===== config.mk =====
export PLATFORM = sky130hd
export DESIGN_NAME = and_gate_bist_ctrl
export DESIGN_NICKNAME = d
export VERILOG_FILES = /design/src/rtl/and_gate_bist_ctrl_pkg.sv /design/src/rtl/and_bist_vec_gen.sv /design/src/rtl/and_gate_bist_ctrl.sv
export SDC_FILE = /design/constraint.sdc
export NUM_CORES = 1
export LEC_CHECK = 0
export ABC_AREA = 1
export CAP_MARGIN = 30
export CORE_MARGIN = 2
export CORE_UTILIZATION = 46
export CTS_BUF_LIST = sky130_fd_sc_hd__clkbuf_16
export DETAILED_ROUTE_END_ITERATION = 7
export GPL_TIMING_DRIVEN = 0
export PLACE_DENSITY_LB_ADDON = 0.05
export SLEW_MARGIN = 10
export SYNTH_ARGS = -nofsm -noshare
export SYNTH_HDL_FRONTEND = slang
export SYNTH_SLANG_ARGS = --single-unit

===== constraint.sdc =====
create_clock -name clk -period 3.9 [get_ports clk]
set_input_delay 0.39 -clock clk [delete_from_list [all_inputs] [get_ports clk]]
set_output_delay 0.39 -clock clk [all_outputs]
set_load 0.005 [all_outputs]

===== src/rtl/and_gate_bist_ctrl_pkg.sv =====
// Shared state encodings and vector-class constants for the AND-lane BIST.
package and_gate_bist_ctrl_pkg;

  // Sequencer states
  typedef enum logic [2:0] {
    ST_IDLE  = 3'd0,
    ST_APPLY = 3'd1,
    ST_WAIT  = 3'd2,
    ST_CHECK = 3'd3,
    ST_DONE  = 3'd4
  } state_t;

  // Vectors 0..3 are the exhaustive a/b pairs broadcast to all lanes.
  localparam int unsigned BASIC_VECS = 4;
  // Walking vectors start right after the basic set.
  localparam int unsigned WALK_BASE  = BASIC_VECS;
  // Bit positions of a and b within a basic vector index.
  localparam int unsigned VEC_A_BIT  = 1;
  localparam int unsigned VEC_B_BIT  = 0;

endpackage


===== src/rtl/and_bist_vec_gen.sv =====
// Maps a vector index to the per-lane a/b stimulus and the expected AND result.
module and_bist_vec_gen
  import and_gate_bist_ctrl_pkg::*;
#(
  parameter int unsigned LANES = 4,
  parameter int unsigned VEC_W = 3
) (
  input  logic [VEC_W-1:0] vec,
  output logic [LANES-1:0] a_c,
  output logic [LANES-1:0] b_c,
  output logic [LANES-1:0] expected_c
);

  // Basic vectors broadcast one a/b pair; walking vectors enable b on one lane only.
  always_comb begin
    a_c = '0;
    b_c = '0;
    if (vec < VEC_W'(WALK_BASE)) begin
      a_c = {LANES{vec[VEC_A_BIT]}};
      b_c = {LANES{vec[VEC_B_BIT]}};
    end else begin
      a_c = '1;
      b_c = LANES'(1) << (vec - VEC_W'(WALK_BASE));
    end
  end

  assign expected_c = a_c & b_c;

endmodule


===== src/rtl/and_gate_bist_ctrl.sv =====
// BIST sequencer: applies the vector set to all AND lanes, checks results,
// and reports pass, a saturating error count and the first failing lane/vector.
module and_gate_bist_ctrl
  import and_gate_bist_ctrl_pkg::*;
#(
  parameter  int unsigned LANES   = 4,
  parameter  int unsigned SETTLE  = 1,
  parameter  int unsigned ERR_W   = 8,
  localparam int unsigned NUM_VEC = BASIC_VECS + LANES,
  localparam int unsigned VEC_W   = $clog2(NUM_VEC),
  localparam int unsigned LANE_W  = (LANES > 1) ? $clog2(LANES) : 1
) (
  input  logic              clk,
  input  logic              rst,
  input  logic              start,
  output logic              busy,
  output logic              done,
  output logic              pass,
  output logic [ERR_W-1:0]  err_cnt,
  output logic [LANE_W-1:0] fail_lane,
  output logic [VEC_W-1:0]  fail_vec,
  output logic [LANES-1:0]  dut_a,
  output logic [LANES-1:0]  dut_b,
  input  logic [LANES-1:0]  dut_out
);

  localparam int unsigned POP_W = $clog2(LANES + 1);
  localparam int unsigned SUM_W = ERR_W + POP_W;
  localparam int unsigned SET_W = (SETTLE > 1) ? $clog2(SETTLE) : 1;
  localparam logic [SET_W-1:0] SETTLE_LOAD = SET_W'((SETTLE > 0) ? SETTLE - 1 : 0);
  localparam logic [ERR_W-1:0] ERR_MAX     = '1;
  localparam logic [VEC_W-1:0] LAST_VEC    = VEC_W'(NUM_VEC - 1);

  state_t             state;
  logic [VEC_W-1:0]   vec;
  logic [SET_W-1:0]   settle_cnt;
  logic [LANES-1:0]   vec_a;
  logic [LANES-1:0]   vec_b;
  logic [LANES-1:0]   vec_expected;
  logic [LANES-1:0]   mism;
  logic [POP_W-1:0]   mism_pop;
  logic [LANE_W-1:0]  low_lane;
  logic [SUM_W-1:0]   err_sum;
  logic [ERR_W-1:0]   err_next;

  and_bist_vec_gen #(
    .LANES (LANES),
    .VEC_W (VEC_W)
  ) u_vec_gen (
    .vec        (vec),
    .a_c        (vec_a),
    .b_c        (vec_b),
    .expected_c (vec_expected)
  );

  assign mism = dut_out ^ vec_expected;

  // Mismatch popcount and lowest mismatching lane for the current sample
  always_comb begin
    mism_pop = '0;
    low_lane = '0;
    for (int i = LANES - 1; i >= 0; i--) begin
      mism_pop = mism_pop + POP_W'(mism[i]);
      if (mism[i]) low_lane = LANE_W'(i);
    end
  end

  // Saturating accumulation of the error count
  always_comb begin
    err_sum  = SUM_W'(err_cnt) + SUM_W'(mism_pop);
    err_next = (err_sum > SUM_W'(ERR_MAX)) ? ERR_MAX : ERR_W'(err_sum);
  end

  // Sequencer FSM with registered outputs; err_cnt==0 marks "no failure captured yet"
  always_ff @(posedge clk) begin
    if (rst) begin
      state      <= ST_IDLE;
      vec        <= '0;
      settle_cnt <= '0;
      busy       <= 1'b0;
      done       <= 1'b0;
      pass       <= 1'b0;
      err_cnt    <= '0;
      fail_lane  <= '0;
      fail_vec   <= '0;
      dut_a      <= '0;
      dut_b      <= '0;
    end else begin
      done <= 1'b0;
      case (state)
        ST_IDLE: begin
          dut_a <= '0;
          dut_b <= '0;
          if (start) begin
            err_cnt   <= '0;
            fail_lane <= '0;
            fail_vec  <= '0;
            pass      <= 1'b0;
            vec       <= '0;
            busy      <= 1'b1;
            state     <= ST_APPLY;
          end
        end
        ST_APPLY: begin
          dut_a      <= vec_a;
          dut_b      <= vec_b;
          settle_cnt <= SETTLE_LOAD;
          state      <= (SETTLE == 0) ? ST_CHECK : ST_WAIT;
        end
        ST_WAIT: begin
          if (settle_cnt == '0) state <= ST_CHECK;
          else                  settle_cnt <= settle_cnt - SET_W'(1);
        end
        ST_CHECK: begin
          err_cnt <= err_next;
          if ((mism != '0) && (err_cnt == '0)) begin
            fail_lane <= low_lane;
            fail_vec  <= vec;
          end
          if (vec == LAST_VEC) begin
            done  <= 1'b1;
            busy  <= 1'b0;
            pass  <= (err_next == '0);
            dut_a <= '0;
            dut_b <= '0;
            state <= ST_DONE;
          end else begin
            vec   <= vec + VEC_W'(1);
            state <= ST_APPLY;
          end
        end
        ST_DONE: begin
          state <= ST_IDLE;
        end
        default: begin
          state <= ST_IDLE;
        end
      endcase
    end
  end

endmodule


* Yosys cells after proc, flatten, opt, wreduce, memory -nomap -nowiden
Cells that the tools add are included.
Word-level totals: memory bits (read-only) 0, bits in registers 31, bits in latches 0, RAM bits 0, logic and storage cells 81, bits of input ports 7, memories kept 0, output and inout port bits 24
Operators by class: magnitude comparators 2, reduce and logical (&&, ||, !) cells 15, shift-type cells 1, div/mod/pow operators 0, equality and inequality tests 9, bitwise logic cells 3, $add $sub $neg 7, multiplexer cells 33, multiply operators 0
Operators with widths (number):
- 4-bit one-hot mux with 3 select lines | 2
- 3-bit 2-to-1 mux | 6
- 8-bit logical NOT | 2
- 8-bit 2-to-1 mux | 2
- 8-bit one-hot mux with 2 select lines | 1
- 2-bit 2-to-1 mux | 6
- 4-bit 2-to-1 mux | 3
- 3-bit one-hot mux with 2 select lines | 2
- 3-bit one-hot mux with 4 select lines | 1
- 2-bit inequality test (second input constant) | 5
- 8-bit by 3-bit adder with 9-bit output | 1
- 9-bit by 8-bit greater-than comparator with 1-bit output (second input constant) | 1
- 3-bit AND reduction | 3
- 3-bit by 2-bit equality test with 1-bit output (second input constant) | 2
- 1-bit 2-to-1 mux | 6
- 1-bit one-hot mux with 2 select lines | 3
- 2-bit AND reduction | 3
- 4-bit AND | 1
- 2-bit one-hot mux with 2 select lines | 1
- 2-bit nonzero test | 2
- 4-bit nonzero test | 1
- 1-bit by 3-bit left shift with 4-bit output (first input constant) | 1
- 4-bit bitwise XOR | 1
- 2-bit by 1-bit adder with 3-bit output | 1
- other kinds (13) | 13

* Longest topological paths before layout
Gate-level depths: netlist (run 1).
depth in word-level cells 14, mapped depth 22, mapped depth without buffers 22

* By module
From an unflattened synthesis (run 1), not the netlist that was laid out.
Second synthesis, totals: cell total of the unflattened synthesis 256, area total of the unflattened synthesis 1725.4 µm²
Modules (own cells, without submodules):
- and_gate_bist_ctrl | sequential area each 600.6 µm², cells an instance 234, area an instance 1615.3 µm², times used 1
- and_bist_vec_gen | sequential area each 0.0 µm², cells an instance 22, area an instance 110.1 µm², times used 1

* Worst setup path after synthesis (run 1)
OpenSTA, ideal clock, no wires.
path kind register to register, start register vec[0], end register pass, required time 3.830 ns, buffers on the path 0, arrival time 3.129 ns, setup time 0.070 ns, stages on the path, launching flop included 21, path slack 0.701 ns, clock period less this slack 3.199 ns, cell sequence dfxtp_1 > inv_1 > ha_1 > inv_1 > nand2_1 > nand3_1 > nand2_1 > nand2_2 > fa_1 > inv_1 > fa_1 > fa_1 > nand2_1 > nor2_2 > nand3_2 > inv_1 > a21oi_1 > nand2_1 > nor2_1 > nand2_1 > a21oi_1
On the way: longest elaborated chain between the ends 14, elaborated cells on any way between the ends 19, classes of those cells add/sub: 5; order compare: 2; eq/ne: 2; shift: 1; mux: 5; bitwise: 2; reduce/logical: 2
RTL lines:
- from (decl) | line and_gate_bist_ctrl.sv:35 | logic [VEC_W-1:0] vec;
- from (signal assigned) | line and_gate_bist_ctrl.sv:128 | vec <= vec + VEC_W'(1);
- 3-bit subtractor | line and_bist_vec_gen.sv:23 | b_c = LANES'(1) << (vec - VEC_W'(WALK_BASE));
- 1-bit by 3-bit left shift with 4-bit output | line and_bist_vec_gen.sv:23
- 4-bit 2-to-1 mux | line and_bist_vec_gen.sv:18 | if (vec < VEC_W'(WALK_BASE)) begin
- 4-bit AND | line and_bist_vec_gen.sv:27 | assign expected_c = a_c & b_c;
- 4-bit bitwise XOR | line and_gate_bist_ctrl.sv:56 | assign mism = dut_out ^ vec_expected;
- 1-bit by 1-bit adder with 2-bit output | line and_gate_bist_ctrl.sv:63 | mism_pop = mism_pop + POP_W'(mism[i]);
- 2-bit by 1-bit adder with 3-bit output | line and_gate_bist_ctrl.sv:63
- 3-bit by 1-bit adder with 3-bit output | line and_gate_bist_ctrl.sv:63
- 8-bit by 3-bit adder with 9-bit output | line and_gate_bist_ctrl.sv:70 | err_sum = SUM_W'(err_cnt) + SUM_W'(mism_pop);
- 9-bit by 8-bit greater-than comparator with 1-bit output | line and_gate_bist_ctrl.sv:71 | err_next = (err_sum > SUM_W'(ERR_MAX)) ? ERR_MAX : ERR_W'(err_sum);
- 8-bit 2-to-1 mux | line and_gate_bist_ctrl.sv:71
- 8-bit logical NOT | line and_gate_bist_ctrl.sv:123 | pass <= (err_next == '0);
- 1-bit 2-to-1 mux | line and_gate_bist_ctrl.sv:120 | if (vec == LAST_VEC) begin
- 1-bit one-hot mux with 2 select lines | line and_gate_bist_ctrl.sv:90 | case (state)
- to (signal assigned) | line and_gate_bist_ctrl.sv:123
- to (decl) | line and_gate_bist_ctrl.sv:18 | output logic pass,
Parallel ways exist; a longest one is shown, timed or not. The select of a mux whose other input is x is not followed. A chain may end at the register's enable or synchronous reset.

* Worst setup path in the final report (run 1)
Same ends and word-level chain as after synthesis.

==> run_results.csv, run 1 <==
group,metric,value,unit
power,p_clk_share,37.0,%
sta,period_minus_slack,3.574,ns
clock_network,cts_resized,0,
drt,ant_nets,0,
power,intPower,0.0004806,W
clock_network,htreeDepth,1,
setup_path,critPathArrivalTime,3.78,ns
layout,fillers,369,
grt,gr-total-overflow,0,
grt,grt_pass1_vias,1375,
sta,fin_worst_skew,0.006485,ns
grt,grt_max_degree,18,
logic_synthesis,netlist_area,1703,µm²
setup_path,crit_chain,"inv_1 -> ha_1 -> inv_1 -> nand2_1 -> nand3_1 -> nand2_1 -> nand2_1 -> inv_2 -> fa_1 -> inv_1 -> fa_1 -> fa_1 -> nand2_1 -> nor2_2 -> nand3_2 -> inv_1 -> a21oi_1 -> nand2_1 -> nor2_1 -> nand2_1 -> a21oi_1",
clock_network,cts_sinks,27,
sta,fin_crit_sh,91.64,%
logic_synthesis,synth_top_area_cell,"dfxtp_1",
sta,setup-violations-final,0,
clock_network,clockBufferDepth,2,
floorplan,die_w,64.85,µm
power,seqPwrFrac,44.5,%
placed_design,dp.cells,318,
sta,tns,0,ns
power,peakVddDrop,0.1888,mV
clock_network,clk_pin_slew,0.07,ns
placed_design,hpwl,2704,µm
power,power_frac_comb,18.5,%
power,power.leakage,0.9479,nW
setup_path,slowest_delay,0.47,ns
sta,slew_headroom,66.17,%
worst_hold_path,min_path_type,"in2reg",
job,drv_cap,0,
floorplan,start_util,47.22,%
setup_path,crit_family,"adder cells",
logic_synthesis,ys_top_cells_by_area,"dfxtp_1, nand2_1, inv_1, a21oi_1, nor2_1",
logic_synthesis,ys_warn_count,0,
drt,viasPerCell,4.720,
floorplan,core_area,3606,µm²
clock_network,root_buffer,"clkbuf_16",
setup_path,worstPathMaxFanout,8,
clock_network,cts_tree,"built",
logic_synthesis,ys_async_sr_fraction,0,%
drt,wire_per_inst,10.77,µm
clock_network,numCtsBuffers,3,
placed_design,placed_area,2053,µm²
placed_design,port_buffers,29,
setup_path,critPathLaunchType,"flop",
logic_synthesis,syn_nets,257,
sta,slew_viol_final,0,
setup_path,crit_slowest_cell,"fa_1",
sta,hold_viol_final,0,
clock_network,hold_buffers,0,
grt,antenna_found_initial,0,
drt,vias,1520,
setup_path,r2r_end,"pass",
setup_path,timing.critical_path.buf_inv,5,
logic_synthesis,synthMostInstantiatedCell,"nand2_1",
drt,drt_pass1_iterations,5,
grt,grt_first_pass_wirelength,6168,µm
layout,final_cell_area,2137,µm²
logic_synthesis,synthCells,241,
floorplan,ios,31,
layout,stdcell_count,322,
clock_network,postCtsSetupRepairBufs,0,
logic_synthesis,synth_edf_count,0,
status,outcome,"finished clean",
floorplan,die_area,4205,µm²
worst_hold_path,min_to,"dut_b[1]",
logic_synthesis,avgSynthCellArea,7.066,µm²
setup_path,critical_path_class,"reg2reg",
setup_path,r2r-start,"vec[0]",
setup_path,cp-end-kind,"flop",
floorplan,chipHeight,64.85,µm
floorplan,rows,22,
setup_path,worstPathRequired,4.10,ns
power,swShare,27.18,%
logic_synthesis,synth_flop_cell,"dfxtp_1",
sta,rsz0062_at_grt,"no",
grt,grt_usage,18.52,%
drt,wirelength,3467,µm
sta,worstMarginPinSlew,0.5074,ns
layout,nNetsFinal,291,
drt,drtIter0Drc,98,
setup_path,r2r_setup_slack,0.33,ns
logic_synthesis,ys_seq_area_share,31.74,%
layout,antenna_cells,0,
setup_path,reg2reg_depth,21,
power,p_per_area,308.8,nW/µm²
setup_path,crit_top_cell,"nand2_1",
placed_design,place_congestion,0.8125,
clock_network,clock_latency,0.27,ns
logic_synthesis,yosysUniqueCellTypes,34,
layout,drive_gt1_share,12.77,%
worst_hold_path,min_from,"rst",
power,power.switching,0.0001794,W
sta,fmax,279.8,MHz
layout,area_growth,25.50,%
logic_synthesis,ys_seq_elements,27,
logic_synthesis,synth_common_cells,"nand2_1, inv_1, dfxtp_1",
worst_hold_path,hold_depth,2,
drt,route.detailed.drc,0,
logic_synthesis,yosysTopAreaCellShare,31.74,%
==> stage by stage <==
stage                      power, W  hold slack [ns]  setup slack (ns)  utilization (%)
final                     0.0006600           0.4454            0.3261            59.26
after global placement    0.0004227           0.4526            0.3106            56.94
after floorplan           0.0003852           0.4559            0.7010                -
after detailed placement  0.0004231           0.4554            0.2988            56.94
after global routing      0.0006969           0.4611           0.07254            59.26
after CTS                 0.0006674           0.4514            0.2884            59.26
==> cell type report <==
class                   count  area [µm²]  area share [%]
inverters                  38       142.6           6.674
well taps                  48       60.06           2.810
clock inverters             1       8.758          0.4098
repair buffers             29       290.3           13.58
multi-input cells         170       977.2           45.73
plain buffers               6       42.54           1.991
clock buffers               3       75.07           3.513
flip-flops and latches     27       540.5           25.29
==> power by group through the flow <==
| stage | clock network (W) | registers, W | logic (W) |
|---|---|---|---|
| 2_1_floorplan | 0 | 0.000300 | 0.0000853 |
| 3_3_place_gp | 0 | 0.000300 | 0.000123 |
| 3_5_place_dp | 0 | 0.000300 | 0.000123 |
| 4_1_cts | 0.000250 | 0.000293 | 0.000124 |
| 5_1_grt | 0.000263 | 0.000295 | 0.000139 |
| 6_report | 0.000244 | 0.000293 | 0.000122 |
==> placed cells by master, fill, tap and decap left out, types with 2 or more instances in the layout <==
master	synthesis	final
nand3_1	15	15
nand2_4	4	4
dfxtp_1	27	27
a22oi_1	2	2
nand3_4	2	2
inv_2	3	3
clkbuf_16	0	3
o21ai_0	3	3
nand2_2	6	6
fa_1	3	3
a21oi_1	20	20
inv_1	35	35
clkdlybuf4s50_1	0	29
nand4_1	4	4
nor2_1	23	23
ha_1	6	6
buf_4	3	3
nand2_1	62	62
nor2_2	6	6
==> worst max path at each step <==
| stage | startpoint | endpoint | cells after the start |
|---|---|---|---|
| detailed placement | dut_out[0] | pass | 17 |
| floorplan | vec[0] | pass | 20 |
| global placement | dut_out[0] | pass | 17 |
| global route | vec[0] | pass | 21 |
| CTS | vec[0] | pass | 21 |
| finish | vec[0] | pass | 21 |
==> registers in the layout, summed over array words and instances, names as in the netlist <==
register and count:
dut_a 1, dut_b 4, done 1, fail_lane 2
busy 1, pass 1, fail_vec 3, state 3
vec 3, err_cnt 8
==> kinds of logic (layout without fill, tap and decap cells) <==
| logic type | after synthesis | count (layout) | share of synthesized area (%) |
|---|---|---|---|
| and+or+nand+nor | 127 | 127 | 37.69 |
| buffers and inverters | 44 | 77 | 10.87 |
| AOI/OAI and AO/OA | 32 | 32 | 10.73 |
| DFF | 27 | 27 | 31.74 |
| adders and majority gates | 9 | 9 | 7.935 |
| xor gates and xnor gates | 2 | 2 | 1.029 |
==> per-layer routing <==
layer,GRT usage (%),part of all wire [%]
met5,0,0
met4,5.851,1.1
met3,2.778,2.7
met2,30.15,45
met1,25.11,51
Note: power is estimated with default switching activity, not from simulation.
==> run 2: changes to the inputs <==
- GPL_ROUTABILITY_DRIVEN: unset -> 1
==> results of run 2 <==
Final layout, timing and power as in run 1 (identical DEF).
==> run 3: changes to the inputs <==
- DONT_BUFFER_PORTS: unset -> 1
==> run 3 against run 2 <==
Against the previous run:
- final area is 14% lower
- combinational power decreased by 17%
- non-clock buffer count decreased by 29
- worst setup slack better by 0.037 ns
- sequential share of layout area is 4.0 points higher
==> run_results.csv, run 3 (same netlist as run 1, synthesis figures left out) <==
group,metric,value,unit
floorplan,die_area,4205,µm²
clock_network,cts_resized,0,
placed_design,port_buffers,0,
setup_path,r2r_end,"pass",
sta,fin_crit_sh,90.68,%
drt,vias,1446,
power,p_per_area,345.8,nW/µm²
sta,tns,0,ns
sta,slew_headroom,62.45,%
layout,antenna_cells,0,
setup_path,cp-end-kind,"flop",
worst_hold_path,hold_depth,3,
setup_path,reg2reg_depth,21,
layout,stdcell_count,293,
placed_design,placed_area,1763,µm²
clock_network,clk_pin_slew,0.07,ns
floorplan,chipHeight,64.85,µm
floorplan,start_util,47.22,%
sta,rsz0062_at_grt,"no",
drt,drt_pass1_iterations,4,
sta,fmax,282.8,MHz
clock_network,cts_sinks,27,
grt,grt_usage,18.88,%
floorplan,die_w,64.85,µm
setup_path,critical_path_class,"reg2reg",
sta,whs,0.3543,ns
grt,grt_first_pass_wirelength,6134,µm
worst_hold_path,min_from,"start",
layout,final_cell_area,1848,µm²
worst_hold_path,min_path_type,"in2reg",
layout,nNetsFinal,262,
layout,largest_reg_flops,8,
placed_design,dp.cells,289,
drt,route.detailed.drc,0,
sta,setup-violations-final,0,
grt,antenna_found_initial,0,
layout,drive_gt1_share,15.10,%
floorplan,rows,22,
drt,viasPerCell,4.935,
clock_network,cts_tree,"built",
placed_design,place_congestion,0.7826,
setup_path,r2r-start,"vec[0]",
clock_network,postCtsSetupRepairBufs,0,
sta,worstMarginPinSlew,0.5633,ns
worst_hold_path,min_to,"pass",
layout,largest_register,"err_cnt",
layout,area_growth,8.523,%
clock_network,numCtsBuffers,3,
floorplan,core_area,3606,µm²
setup_path,r2r_setup_slack,0.36,ns
placed_design,hpwl,2782,µm
sta,fin_worst_skew,0.004397,ns
grt,gr-total-overflow,0,
layout,reg.largest.list,"err_cnt x8, dut_b x4",
clock_network,clockBufferDepth,2,
clock_network,htreeDepth,1,
layout,layout.cells.most_common,"nand2_1",
sta,slew_viol_final,0,
drt,ant_nets,0,
setup_path,worstPathMaxFanout,8,
setup_path,critPathLaunchType,"flop",
drt,drtIter0Drc,58,
layout,layout_common_cells,"nand2_1, inv_1, dfxtp_1",
status,outcome,"finished clean",
clock_network,clock_latency,0.27,ns
grt,grt_max_degree,17,
power,peakVddDrop,0.1649,mV
power,power.leakage,0.8430,nW
drt,wirelength,3630,µm
setup_path,worstPathRequired,4.10,ns
setup_path,critPathArrivalTime,3.74,ns
layout,final_util,51.25,%
sta,period_minus_slack,3.536,ns
job,drv_cap,0,
floorplan,ios,31,
sta,hold_viol_final,0,
drt,wire_per_inst,12.39,µm
grt,grt_pass1_vias,1345,
clock_network,hold_buffers,0,
clock_network,root_buffer,"clkbuf_16",
[run 3: cell types whose count changed in the layout (fill, tap and decap cells not counted), sizes merged]
cell,before,now
clkinvlp,0,1
inv,39,38
clkdlybuf4s50,29,0
[run 3: metal layers]
layer	vias to the layer above	wire, µm	GRT usage (%)
li1	763	-	-
met1	657	1764	25.65
met2	21	1672	29.77
met3	5	135	3.299
met4	0	58	7.181
met5	-	0	0
[run 3: cell type report]
| type | count | area, µm² |
|---|---|---|
| clock buffer | 3 | 75.07 |
| multi-input combinational | 170 | 979.7 |
| tap | 48 | 60.06 |
| fill | 391 | 1758 |
| sequential | 27 | 540.5 |
| inverter | 38 | 142.6 |
| buffer | 6 | 42.54 |
| clock inverter | 1 | 7.507 |
[run 3: how the worst max path moves through the flow]
stage	endpoint	cells after the start	from
global placement	pass	20	vec[0]
detailed placement	pass	20	vec[0]
global route	pass	21	vec[0]
floorplan	pass	20	vec[0]
finish	pass	21	vec[0]
CTS	pass	20	vec[0]
[run 3: critical path, cell delays in order, from the launching register on]
cell and delay [ns]:
dfxtp_1 0.41, inv_2 0.09, ha_1 0.20, inv_1 0.05
nand2_1 0.08, nand3_1 0.11, nand2_1 0.05, nand2_1 0.10
inv_2 0.06, fa_1 0.47, inv_1 0.05, fa_1 0.41
fa_1 0.45, nand2_1 0.12, nor2_2 0.07, nand3_2 0.15
inv_1 0.07, a21oi_1 0.17, nand2_1 0.07, nor2_1 0.11
nand2_1 0.07, a21oi_1 0.12
[run 3: power breakdown]
group          total (W)  internal [W]  switching (W)
Combinational   0.000101     0.0000361      0.0000650
Sequential      0.000295      0.000286     0.00000953
Clock           0.000243      0.000140       0.000103
[run 3: stage by stage]
step | power [W] | worst slack, ns
2_1_floorplan | 0.0003852 | 0.7010
3_3_place_gp | 0.0004034 | 0.2888
3_5_place_dp | 0.0004041 | 0.2466
4_1_cts | 0.0006467 | 0.2425
5_1_grt | 0.0006711 | 0.04969
6_report | 0.0006390 | 0.3635
